File: config.mk
export PLATFORM = sky130hd
export DESIGN_NAME = bnn_layer1_xnor
export DESIGN_NICKNAME = d
export VERILOG_FILES = /design/src/rtl/bnn_layer1_xnor.sv
export SDC_FILE = /design/constraint.sdc
export NUM_CORES = 1
export LEC_CHECK = 0
export ABC_AREA = 1
export CORE_AREA = 2 2 629 631
export CTS_CLUSTER_SIZE = 40
export DETAILED_ROUTE_END_ITERATION = 7
export DIE_AREA = 0 0 631 633
export SYNTH_ARGS = -nofsm -noshare
export SYNTH_HDL_FRONTEND = slang
export SYNTH_SLANG_ARGS = --single-unit
export TNS_END_PERCENT = 10
File: constraint.sdc
create_clock -name clk -period 12.45 [get_ports clk]
set_input_delay 3.735 -clock clk [delete_from_list [all_inputs] [get_ports clk]]
set_output_delay 3.735 -clock clk [all_outputs]
set_load 0.05 [all_outputs]
File: src/rtl/bnn_layer1_xnor.sv
// First BNN layer: per neuron, XNOR the pixel vector with its weight row, popcount
// CHUNK bits per cycle, and fire when the total reaches THRESH.
module bnn_layer1_xnor #(
    parameter int N_IN   = 784,
    parameter int N_OUT  = 32,
    parameter int CHUNK  = 56,
    parameter int THRESH = 392
) (
    input  logic                       clk,
    input  logic                       reset_n,
    input  logic                       start,
    input  logic [N_IN-1:0]            pixels,
    output logic [$clog2(N_OUT)-1:0]   w_addr,
    input  logic [N_IN-1:0]            w_row,
    output logic [N_OUT-1:0]           act_out,
    output logic                       act_valid,
    output logic                       busy,
    output logic                       done
);

    localparam int NCH = N_IN / CHUNK;
    localparam int AW  = $clog2(N_IN + 1);
    localparam int NW  = $clog2(N_OUT);
    localparam int CW  = (NCH > 1) ? $clog2(NCH) : 1;

    localparam logic [CW-1:0] C_LAST = CW'(NCH - 1);
    localparam logic [NW-1:0] N_LAST = NW'(N_OUT - 1);
    localparam logic [AW-1:0] THR    = AW'(THRESH);

    generate
        if (N_IN % CHUNK != 0) begin : g_bad_chunk
            $error("bnn_layer1_xnor: N_IN must be a multiple of CHUNK");
        end
    endgenerate

    typedef enum logic [1:0] {
        IDLE  = 2'd0,
        ACCUM = 2'd1,
        DONE  = 2'd2
    } state_t;

    state_t        state;
    logic [NW-1:0] n;
    logic [CW-1:0] c;
    logic [AW-1:0] acc;

    logic [CHUNK-1:0] chunk_xnor;
    logic [AW-1:0]    pc;
    logic [AW-1:0]    sum;

    function automatic logic [AW-1:0] popcount(input logic [CHUNK-1:0] v);
        logic [AW-1:0] s;
        s = '0;
        for (int i = 0; i < CHUNK; i++) begin
            s = s + AW'(v[i]);
        end
        return s;
    endfunction

    // Bits that agree with the weight (XNOR) count as +1 matches.
    always_comb begin
        chunk_xnor = ~(pixels[c*CHUNK +: CHUNK] ^ w_row[c*CHUNK +: CHUNK]);
        pc         = popcount(chunk_xnor);
        sum        = acc + pc;
    end

    assign w_addr = n;
    assign busy   = (state != IDLE);
    assign done   = (state == DONE);

    always_ff @(posedge clk or negedge reset_n) begin
        if (!reset_n) begin
            state     <= IDLE;
            n         <= '0;
            c         <= '0;
            acc       <= '0;
            act_out   <= '0;
            act_valid <= 1'b0;
        end else begin
            case (state)
                IDLE: begin
                    if (start) begin
                        state     <= ACCUM;
                        n         <= '0;
                        c         <= '0;
                        acc       <= '0;
                        act_out   <= '0;
                        act_valid <= 1'b0;
                    end
                end
                ACCUM: begin
                    if (c == C_LAST) begin
                        act_out[n] <= (sum >= THR);
                        acc        <= '0;
                        c          <= '0;
                        if (n == N_LAST) begin
                            state     <= DONE;
                            act_valid <= 1'b1;
                        end else begin
                            n <= n + 1'b1;
                        end
                    end else begin
                        acc <= sum;
                        c   <= c + 1'b1;
                    end
                end
                DONE: begin
                    state <= IDLE;
                end
                default: begin
                    state <= IDLE;
                end
            endcase
        end
    end

endmodule
==> summary.md <==
| Metric | Value |
|---|---|
| # setup viols final | 0 |
| Hpwl dp | 302600 microns |
| DRT iter0 DRCs | 2551 |
| Routed WL per cell | 32.05 microns |
| Slew @ Worst Pin | 1250 ps |
| Core area | 392000 sq um |
| Rel. slew slack | 0.1580 |
| Setup_tns | 0 ps |
| Status | complete, no violations |
| Clk root buf | clkbuf_16 |
| IO buf count | 1610 |
| Place WS | 155.9 ps |
| Layout area overhead | 115.8% |
| Die ar. | 399400 sq um |
| Post-CTS Setup Bufs | 0 |
| Via count | 34380 |
| CP peak stage delay | 700 ps |
| Die Span X | 631 microns |
| Syn Inst Count | 3776 |
| Slowest-stage cell, CP | fa_1 |
| Drt drc | 0 |
| Setup WS post-layout | 644.0 ps |
| Area contributors post-synth | o21ai_0, nor2_1, nand2_1, dfrtp_1, o21a_1 |
| Hold crit path type | reg2reg |
| Routed Antenna Nets | 0 |
| Final clock period utilization by the worst path | 0.9483 |
| Sequential-to-total area share from yosys stat | 0.06816 |
| Max Cap Viol | 0 |
| Initial Util | 0.05058 |
| Number of global-route vias before repair | 32130 |
| Crit end category | register |
| Final Max Tran Viols | 0 |
| CP Data Arrival Time | 12010 ps |
| Final Hold Viols | 0 |
| CTS Hold Buffers Added | 0 |
| Mapped Nets | 5432 |
| Startpoint Class | primary input |
| Global route overflow | 0 |
| CTS H-Tree Depth | 2 |
| Routed vias/inst | 3.256 |
| Drt first pass iters | 6 |
| Cell Count Post-Placement | 10460 |
| TritonCTS buffer count | 5 |
| Clk slew on worst S/H paths | 80 ps |
| Top Ports | 1611 |
| CP required | 12660 ps |
| Routed WL | 338400 microns |
| Yosys top cell by area | o21ai_0 |
| Num rows | 230 |
| Layout Cells excl Fill | 10560 |
| Overall global routing resource usage | 0.1610 |
| Tmin final | 11810 ps |
| Fmax achieved | 84.70 MHz |
| TritonCTS clock tree | done |
| Top cell type's share of synthesized area | 0.2035 |
| Initial antenna violation count | 351 |
| Largest net degree at the start of global routing | 119 |
| PostCTS Resize Cnt | 0 |
| Mapped cell area | 19830 sq um |
| RSZ-0062 raised after global routing | no |
| First-pass GRT wire length | 403500 microns |
| Ys flop type | dfrtp_1 |
| Clk Latency, worst-skew pair | 330 ps |
| Clk_skew | 29.50 ps |
| Syn Area/Cell | 5.251 sq um |
| Layout cells sized above 1 | 0.04157 |
| Layout Nets | 6899 |
| Synth async-reset ratio | 1.000 |
| Worst setup path class | in2reg |
| Synth Register Bits | 54 |
| Number of flops mapped to enable cells by yosys | 0 |
| Hold WS | 488.0 ps |
| Die Ht | 633 microns |
| Syn. warnings | 0 |
| Maximum root-to-sink buffer count | 2 |
| Library cells used by synthesis | 35 |
| Worst Path Max Fanout | 32 |
| GPL Wtd Cong | 0.9483 |
| # clock sinks | 54 |
through the flow:
step	utilization	instance area (sq um)
final	0.1092	42790
after global routing	0.1089	42700
after CTS	0.1086	42550
after detailed placement	0.1081	42380
after global placement	0.1081	42380
after floorplan	-	19830
critical path: cells and delay by family:
kind	cells	cell delay (ps)
AOI/OAI and AO/OA	2	760
xor gates and xnor gates	1	180
adders and majority gates	10	4990
buffers and inverters	6	910
and+or+nand+nor	13	1380
synthesized netlist by cell type (2+ instances only):
cell	n
nor2_1	964
o21ai_0	806
nand2_1	709
nand3_1	145
o21a_1	143
o211ai_1	141
clkbuf_1	133
buf_2	111
inv_1	97
o21ai_1	84
nand4_1	60
dfrtp_1	54
fa_1	48
o22ai_1	45
ha_1	37
buf_1	35
buf_6	33
nor3_1	33
buf_4	21
xor2_1	18
a21oi_1	15
xnor2_1	12
or2_2	9
inv_2	6
buf_8	3
or2_1	3
a22o_1	2
nand3b_1	2
routing by layer:
layer	global-route usage	vias to the layer above	wire length [microns]
met5	0	-	1127
met1	0.1865	15990	133600
met3	0.04771	645	26180
met4	0.04187	168	12590
met2	0.2863	1849	164800
li1	-	15730	-
cell type report:
class | instances | area (sq um)
flip-flops and latches | 54 | 1366
diodes | 94 | 235.2
repair buffers | 1796 | 17720
well taps | 5220 | 6531
multi-input cells | 3281 | 16330
clock inverters | 2 | 38.79
inverters | 105 | 432.9
clock buffers | 6 | 128.9
fillers | 46030 | 349200
logic make-up after synthesis:
kind of cell	share of synthesized area
AND/OR/NAND/NOR	0.3861
AO/OA/AOI/OAI	0.3519
buffers and inverters	0.1088
adder cells (fa/ha/maj)	0.07182
flip-flops	0.06816
XOR/XNOR	0.01325
layout by cell type, fill, tap and decap left out, types with 94 or more instances in the layout:
| cell | synthesis | layout |
|---|---|---|
| o21a_1 | 143 | 143 |
| diode_2 | 0 | 94 |
| nor2_1 | 964 | 964 |
| inv_1 | 97 | 97 |
| buf_4 | 21 | 169 |
| nand3_1 | 145 | 145 |
| nand2_1 | 709 | 708 |
| o211ai_1 | 141 | 141 |
| clkdlybuf4s50_1 | 0 | 1609 |
| o21ai_0 | 806 | 796 |
flip-flops by register name, summed over array words and instances (netlist names):
register	count
acc	10
act_out	32
w_addr	5
c	4
state	2
act_valid	1
final timing paths:
kind,startpoint,end,slack (ps),depth (start not counted)
min in group asynchronous,reset_n,act_out[0],3570,2
max in group asynchronous,reset_n,c[0],8230,2
min,act_out[18],act_out[18],490,2
max,pixels[136],act_out[21],640,32
min reg2reg,act_out[18],act_out[18],490,2
max reg2reg,c[0],act_out[21],2590,34
Power is not shown: default switching activity piles up to over one toggle a cycle in this logic, so the estimate is an artifact.
